### src/rtl/vga_timing_gen.sv
// vga_timing_gen
//   Raster timing generator. It defaults to 640x480@60Hz from a 100 MHz clock.
//   A clock divider produces the pixel-rate strobe. Horizontal and vertical
//   counters advance on that strobe. The visible-area, sync and event outputs
//   are decoded from the counters.
//
// Ports
//   i_clk            system clock
//   i_rst            synchronous, active-high reset (overrides i_enable)
//   i_enable         run raster; low holds idle (frame count is kept)
//   o_pclk_en        1-clk strobe, once every CLK_DIV clks
//   o_h_cnt          horizontal pixel index, 0..H_TOTAL-1
//   o_v_cnt          vertical line index, 0..V_TOTAL-1
//   o_valid          counters inside the visible area
//   o_hsync/o_vsync  sync outputs, active level SYNC_POL
//   o_frame_start    1-clk pulse when counters wrap to (0,0)
//   o_vblank_start   1-clk pulse when v_cnt becomes V_DISPLAY
//   o_frame_count    frames completed since reset, wraps mod 2^16
module vga_timing_gen #(
  parameter int CLK_DIV   = 4,
  parameter int H_DISPLAY = 640,
  parameter int H_FP      = 16,
  parameter int H_SYNC    = 96,
  parameter int H_BP      = 48,
  parameter int V_DISPLAY = 480,
  parameter int V_FP      = 10,
  parameter int V_SYNC    = 2,
  parameter int V_BP      = 33,
  parameter int SYNC_POL  = 0
) (
  input  logic        i_clk,
  input  logic        i_rst,
  input  logic        i_enable,
  output logic        o_pclk_en,
  output logic [9:0]  o_h_cnt,
  output logic [9:0]  o_v_cnt,
  output logic        o_valid,
  output logic        o_hsync,
  output logic        o_vsync,
  output logic        o_frame_start,
  output logic        o_vblank_start,
  output logic [15:0] o_frame_count
);

  localparam int H_TOTAL = H_DISPLAY + H_FP + H_SYNC + H_BP;
  localparam int V_TOTAL = V_DISPLAY + V_FP + V_SYNC + V_BP;
  localparam int DIV_W   = $clog2(CLK_DIV);

  localparam logic [DIV_W-1:0] DIV_LAST = DIV_W'(CLK_DIV - 1);
  localparam logic [DIV_W-1:0] DIV_ONE  = DIV_W'(1);
  localparam logic [9:0] H_LAST = 10'(H_TOTAL - 1);
  localparam logic [9:0] V_LAST = 10'(V_TOTAL - 1);
  localparam logic [9:0] H_VIS  = 10'(H_DISPLAY);
  localparam logic [9:0] V_VIS  = 10'(V_DISPLAY);
  localparam logic [9:0] HS_BEG = 10'(H_DISPLAY + H_FP);
  localparam logic [9:0] HS_END = 10'(H_DISPLAY + H_FP + H_SYNC);
  localparam logic [9:0] VS_BEG = 10'(V_DISPLAY + V_FP);
  localparam logic [9:0] VS_END = 10'(V_DISPLAY + V_FP + V_SYNC);
  localparam logic       SYNC_ON = (SYNC_POL != 0);

  logic [DIV_W-1:0] r_div;
  logic             r_pclk_en;
  logic [9:0]       r_h_cnt;
  logic [9:0]       r_v_cnt;
  logic             r_valid;
  logic             r_hsync;
  logic             r_vsync;
  logic             r_frame_start;
  logic             r_vblank_start;
  logic [15:0]      r_frame_count;

  logic       w_tick;
  logic       w_h_wrap;
  logic       w_v_wrap;
  logic       w_vblank_hit;
  logic [9:0] w_h_next;
  logic [9:0] w_v_next;

  // The next counter values are computed here. The decoded outputs are
  // registered from them, so valid/sync switch on the same edge as the
  // counters.
  always_comb begin
    w_tick       = (r_div == DIV_LAST);
    w_h_wrap     = w_tick && (r_h_cnt == H_LAST);
    w_v_wrap     = w_h_wrap && (r_v_cnt == V_LAST);
    w_vblank_hit = w_h_wrap && (r_v_cnt == V_VIS - 10'd1);
    w_h_next     = r_h_cnt;
    w_v_next     = r_v_cnt;
    if (w_tick) begin
      w_h_next = w_h_wrap ? '0 : r_h_cnt + 10'd1;
    end
    if (w_h_wrap) begin
      w_v_next = w_v_wrap ? '0 : r_v_cnt + 10'd1;
    end
  end

  always_ff @(posedge i_clk) begin
    if (i_rst || !i_enable) begin
      r_div          <= '0;
      r_pclk_en      <= 1'b0;
      r_h_cnt        <= '0;
      r_v_cnt        <= '0;
      r_valid        <= 1'b0;
      r_hsync        <= ~SYNC_ON;
      r_vsync        <= ~SYNC_ON;
      r_frame_start  <= 1'b0;
      r_vblank_start <= 1'b0;
      if (i_rst) begin
        r_frame_count <= '0;
      end
    end else begin
      r_div          <= w_tick ? '0 : r_div + DIV_ONE;
      r_pclk_en      <= w_tick;
      r_h_cnt        <= w_h_next;
      r_v_cnt        <= w_v_next;
      r_valid        <= (w_h_next < H_VIS) && (w_v_next < V_VIS);
      r_hsync        <= ((w_h_next >= HS_BEG) && (w_h_next < HS_END)) ? SYNC_ON : ~SYNC_ON;
      r_vsync        <= ((w_v_next >= VS_BEG) && (w_v_next < VS_END)) ? SYNC_ON : ~SYNC_ON;
      r_frame_start  <= w_v_wrap;
      r_vblank_start <= w_vblank_hit;
      if (w_v_wrap) begin
        r_frame_count <= r_frame_count + 16'd1;
      end
    end
  end

  assign o_pclk_en      = r_pclk_en;
  assign o_h_cnt        = r_h_cnt;
  assign o_v_cnt        = r_v_cnt;
  assign o_valid        = r_valid;
  assign o_hsync        = r_hsync;
  assign o_vsync        = r_vsync;
  assign o_frame_start  = r_frame_start;
  assign o_vblank_start = r_vblank_start;
  assign o_frame_count  = r_frame_count;

endmodule

### config.mk
export PLATFORM = sky130hd
export DESIGN_NAME = vga_timing_gen
export DESIGN_NICKNAME = d
export VERILOG_FILES = /design/src/rtl/vga_timing_gen.sv
export SDC_FILE = /design/constraint.sdc
export NUM_CORES = 1
export LEC_CHECK = 0
export CORE_UTILIZATION = 45
export DETAILED_ROUTE_END_ITERATION = 8
export PLACE_DENSITY = 0.8
export SLEW_MARGIN = 25
export SYNTH_ARGS = -nofsm -noshare
export SYNTH_HDL_FRONTEND = slang
export SYNTH_SLANG_ARGS = --single-unit
### constraint.sdc
create_clock -name i_clk -period 3.87 [get_ports i_clk]
set_input_delay 0.774 -clock i_clk [delete_from_list [all_inputs] [get_ports i_clk]]
set_output_delay 0.774 -clock i_clk [all_outputs]
set_load 0.05 [all_outputs]
# Word level (Yosys, flattened, before mapping)
# Index checks and enable logic that the tools add are counted.
[totals]
wordCells = 45
register_bits = 44
romBits = 0
output_inout_bits = 42
ramBits = 0
latch_bits = 0
mem_count = 0
[classes]
n_eq_ne = 5
n_mul = 0
n_shift = 0
n_mux = 9
bitwise = 0
addsub = 4
div_mod_pow = 0
order_cmp = 6
n_reduce_logical = 11
[ops]
columns = ["op", "count"]
rows = [
  ["16-bit 2-to-1 mux", 3],
  ["10-bit 2-to-1 mux", 4],
  ["10-bit by 1-bit adder with 10-bit output (second input constant)", 2],
  ["10-bit == test (second input constant)", 2],
  ["10-bit less-than comparator (second input constant)", 2],
  ["10-bit by 9-bit less-than comparator with 1-bit output (second input constant)", 2],
  ["16-bit by 1-bit adder with 16-bit output (second input constant)", 1],
  ["10-bit by 9-bit == test with 1-bit output (second input constant)", 1],
  ["10-bit greater-or-equal comparator (second input constant)", 1],
  ["10-bit by 9-bit greater-or-equal comparator with 1-bit output (second input constant)", 1],
  ["1-bit logical AND", 6],
  ["2-bit by 1-bit adder with 2-bit output (second input constant)", 1],
  ["2-bit == test (second input constant)", 1],
  ["1-bit 2-to-1 mux", 2],
  ["2-bit inequality test (second input constant)", 1],
  ["2-bit AND reduction", 1],
  ["2-bit nonzero test", 1],
  ["2-bit OR reduction", 1],
  ["1-bit zero test", 1],
  ["1-bit logical OR", 1],
]

# Logic depth before layout (Yosys ltp)
[depth]
ltp_word = 8
mapped_depth = 8
ltp_nobuf = 7

# Least setup slack after synthesis
# Ideal clock, no wire load.
[synth_path]
path_type = "register to register"
startpoint = "register r_h_cnt[0], in the netlist o_h_cnt[0]"
endpoint = "register r_vsync, in the netlist o_vsync"
slack_ns = 1.676
n_path_buf = 1
arrival_ns = 2.052
path_stages_with_launch = 8
required_ns = 3.728
cell_sequence = "dfxtp_1 > ha_1 > buf_2 > and2b_2 > nand4_4 > or3_1 > a21boi_1 > o2111ai_1"
[synth_via]
elab_chain_cells = 8
[synth_lines]
columns = ["item", "line", "rtl"]
rows = [
  ["start: declaration", "63", "logic [9:0] r_h_cnt;"],
  ["start signal: assignment", "114", "r_h_cnt <= w_h_next;"],
  ["10-bit == test *", "84", "w_h_wrap = w_tick && (r_h_cnt == H_LAST);"],
  ["1-bit logical AND *", "84", ""],
  ["1-bit logical AND", "85", "w_v_wrap = w_h_wrap && (r_v_cnt == V_LAST);"],
  ["10-bit 2-to-1 mux", "93", "w_v_next = w_v_wrap ? '0 : r_v_cnt + 10'd1;"],
  ["10-bit 2-to-1 mux *", "92", "if (w_h_wrap) begin"],
  ["10-bit by 9-bit greater-or-equal comparator with 1-bit output or 10-bit by 9-bit less-than comparator with 1-bit output (tied branches)", "118", "r_vsync <= ((w_v_next >= VS_BEG) && (w_v_next < VS_END)) ? SYNC_ON : ~SYNC_ON;"],
  ["1-bit logical AND *", "118", ""],
  ["1-bit 2-to-1 mux *", "118", ""],
  ["end signal: assignment", "105", "r_vsync <= ~SYNC_ON;"],
  ["end signal: assignment", "118", ""],
  ["end: declaration", "67", "logic r_vsync;"],
]
# Mark *: on every way between the ends. The rest lies on a longest branch, timed or not.
# A chain may end at the register's enable or synchronous reset.

# Worst setup path in the final report
[layout_path]
startpoint = "register r_h_cnt[7], in the netlist o_h_cnt[7]"
endpoint = "output port o_h_cnt[7]"
[layout_lines]
columns = ["item", "line", "rtl"]
rows = [
  ["end: declaration", "35", "output logic [9:0] o_h_cnt,"],
]
# No word-level cell between the ends.

==> results.cfg <==
[run_status]
status = complete, no violations

[yosys]
synth_flop_cell = dfxtp_1
synth_area_um2 = 2420
yosysWarnings = 0
avgSynthCellArea_um2 = 9.36
synth_nets = 267
synth_cells = 259
synth_enable_flop_cells = 16
ys_ff_latch = 44
seq_area_frac_synth_pct = 43.0
ys_types = 54
ys_async_sr_fraction_pct = 0

[worst_setup_path]
worstPathCellList = clkdlybuf4s50_1
critPathBufInv = 1
startpoint = o_h_cnt[7]
start_kind = flip-flop
worst_r2r_path_depth = 6
end_kind = primary output
critical_path_arrival_ps = 1810
critical_path.max_stage_delay_ps = 890
worstPathRequired_ps = 3100
cp_max_fo = 14
r2r_slack_ps = 1520
crit_path_top_delay_cell = clkdlybuf4s50_1
r2r-end = o_vsync
worstSetupPathType = reg -> out
r2r-start = r_div[0]
crit_family = buffers and inverters

[floorplan]
die_area_um2 = 5680
die_h_um = 75.4
initial_core_util_pct = 47.2
die_w_um = 75.4
io_pins = 45
rows = 26
core-area_um2 = 5140

[route]
vias_per_cell = 5.64
first_pass_iters = 4
drt_iter0_drc = 121
postRouteAntennaNets = 0
drc = 0
drt_wl_total_mm = 5.29
vias = 2071
wl_per_cell_um = 14.4

[clocking]
cts_htree_levels = 2
clkTransAtPathRegs_ps = 70
cts_buffers = 5
ctsHoldBuffers = 0
clock_sinks = 44
clk_path_buf_depth = 2
cts_setup_buffers = 0
cts_tree = built
clk_latency_ps = 300
ctsResizeCount = 0
root_buffer = clkbuf_8

[final_layout]
drive_above_1_share_pct = 7.41
nNetsFinal = 304
final_area_um2 = 2970
antenna_cells = 0
area_growth_pct = 22.7
fillers = 484
final_cells = 367

[sta]
skew_ps = 11.7
fmax_mhz = 387
fin_crit_sh_pct = 66.7
finalSetupViolations = 0
hold_viol_final = 0
tightest_slew_ps = 507
tns_ps = 0
maxSlewViolCount = 0
rsz0062_at_grt = false
min_period_ps = 2580
max_slew_margin_pct = 66.1

[pwr]
leakagePower_uw = 0.000993
power_density_nw_per_um2 = 295
ir_drop_mv = 0.134

[worst_hold_path]
whs_endpoint = r_div[0]
holdPathStages = 1
hold_path_class = reg -> reg
min_from = r_div[0]

[global_route]
grt_max_degree = 27
overflow = 0
grtUsageTotal_pct = 20.1
antenna_found_initial = 0
grt_pass1_wl_mm = 8.63
first_global_vias = 1832

[place]
place_area_um2 = 2880
dp_cells = 359
dp_hpwl_mm = 3.76
port_buffers = 44
place.gp.congestion = 0.865

[run]
maxCapViolations = 0
[sequential cells by signal, summed over array words and instances, names as in the netlist]
register	cells
o_frame_start	1
o_frame_count	16
o_pclk_en	1
o_vsync	1
o_valid	1
o_hsync	1
o_h_cnt	10
o_vblank_start	1
r_div	2
o_v_cnt	10
[cells in the mapped netlist, types with 2 or more instances]
cell type	instances	area, um2
buf_6	2	22.5
nor4_1	2	12.5
nor3_1	9	45.0
xnor2_1	12	105
nor2b_1	2	12.5
or3_1	5	31.3
nand2_1	18	67.6
a31oi_1	5	31.3
clkbuf_1	8	30.0
ha_1	5	62.6
and2_1	6	37.5
nand4_4	3	63.8
and4_1	7	61.3
nand2b_1	5	31.3
and3_1	5	31.3
dfxtp_1	28	561
o2111ai_1	2	17.5
nand3_1	11	55.1
inv_1	5	18.8
a41oi_1	2	17.5
nand4_1	5	31.3
a21oi_1	9	45.0
buf_2	5	25.0
xor2_1	13	114
edfxtp_1	16	480
nor2_1	35	131
o21ai_0	7	35.0
[power breakdown]
part | internal, uW | switching (uW) | total, uW
logic | 26.2 | 53.5 | 79.7
clock network | 143 | 154 | 296
registers | 490 | 10.7 | 501
total | 659 | 218 | 877
[per-stage QoR]
step	hold slack [ps]	total power, uW	utilization [%]	setup WS (ps)
final	432	877	57.9	1290
after global routing	459	908	57.9	1220
after CTS	438	884	57.9	1290
after detailed placement	427	591	56.1	1350
after global placement	415	589	56.1	1380
after floorplan	408	564	-	1680
[kinds of logic (layout without fill, tap and decap cells)]
| family | count (synthesis) | count (layout) | share of synthesized area [%] |
|---|---|---|---|
| xor gates and xnor gates | 25 | 25 | 9.03 |
| buffers and inverters | 20 | 58 | 3.98 |
| muxes | 2 | 2 | 1.03 |
| DFF | 44 | 44 | 43.0 |
| adders and majority gates | 5 | 5 | 2.58 |
| AOI/OAI and AO/OA | 38 | 38 | 10.6 |
| and+or+nand+nor | 125 | 125 | 29.8 |
[worst max path at each step]
| stage | cells past startpoint | slack [ps] | to |
|---|---|---|---|
| 6_report | 1 | 1290 | o_h_cnt[7] |
| 5_1_grt | 1 | 1220 | o_h_cnt[6] |
| 2_1_floorplan | 7 | 1680 | o_vsync |
| 3_5_place_dp | 4 | 1350 | o_frame_count[6] |
| 4_1_cts | 1 | 1290 | o_h_cnt[7] |
| 3_3_place_gp | 4 | 1380 | o_frame_count[4] |
[cell usage in the layout (no fill, tap or decap), drive strengths merged, types with 2 or more instances in the layout]
| cell | n |
|---|---|
| nand3 | 12 |
| xor2 | 13 |
| or3 | 5 |
| nor4 | 2 |
| inv | 5 |
| nand4 | 8 |
| nand2b | 5 |
| a21oi | 10 |
| o2111ai | 2 |
| and2 | 8 |
| ha | 5 |
| nor2b | 2 |
| clkdlybuf4s50 | 44 |
| edfxtp | 16 |
| and4 | 7 |
| nor2 | 35 |
| a41oi | 2 |
| dfxtp | 28 |
| clkbuf | 6 |
| and3 | 5 |
| nand2 | 18 |
| nor3 | 10 |
| a31oi | 5 |
| clkinv | 2 |
| xnor2 | 12 |
| o21ai | 8 |
[cell type report]
| class | count | area (um2) | area share (%) |
|---|---|---|---|
| clock inverter | 2 | 10.0 | 0.337 |
| timing repair buffer | 45 | 448 | 15.1 |
| sequential | 44 | 1040 | 35.0 |
| multi-input combinational | 195 | 1290 | 43.2 |
| tap | 70 | 87.6 | 2.94 |
| inverter | 5 | 18.8 | 0.631 |
| clock buffer | 6 | 82.6 | 2.78 |
[per-layer routing]
metal / global-route usage (%) / routed length (um) / up-vias
li1: - / - / 1008
met5: 0 / 0 / -
met2: 31.5 / 2420 / 84
met1: 27.6 / 2470 / 973
met3: 4.37 / 327 / 6
met4: 6.38 / 71 / 0
Note: power is estimated with default switching activity, not from simulation.
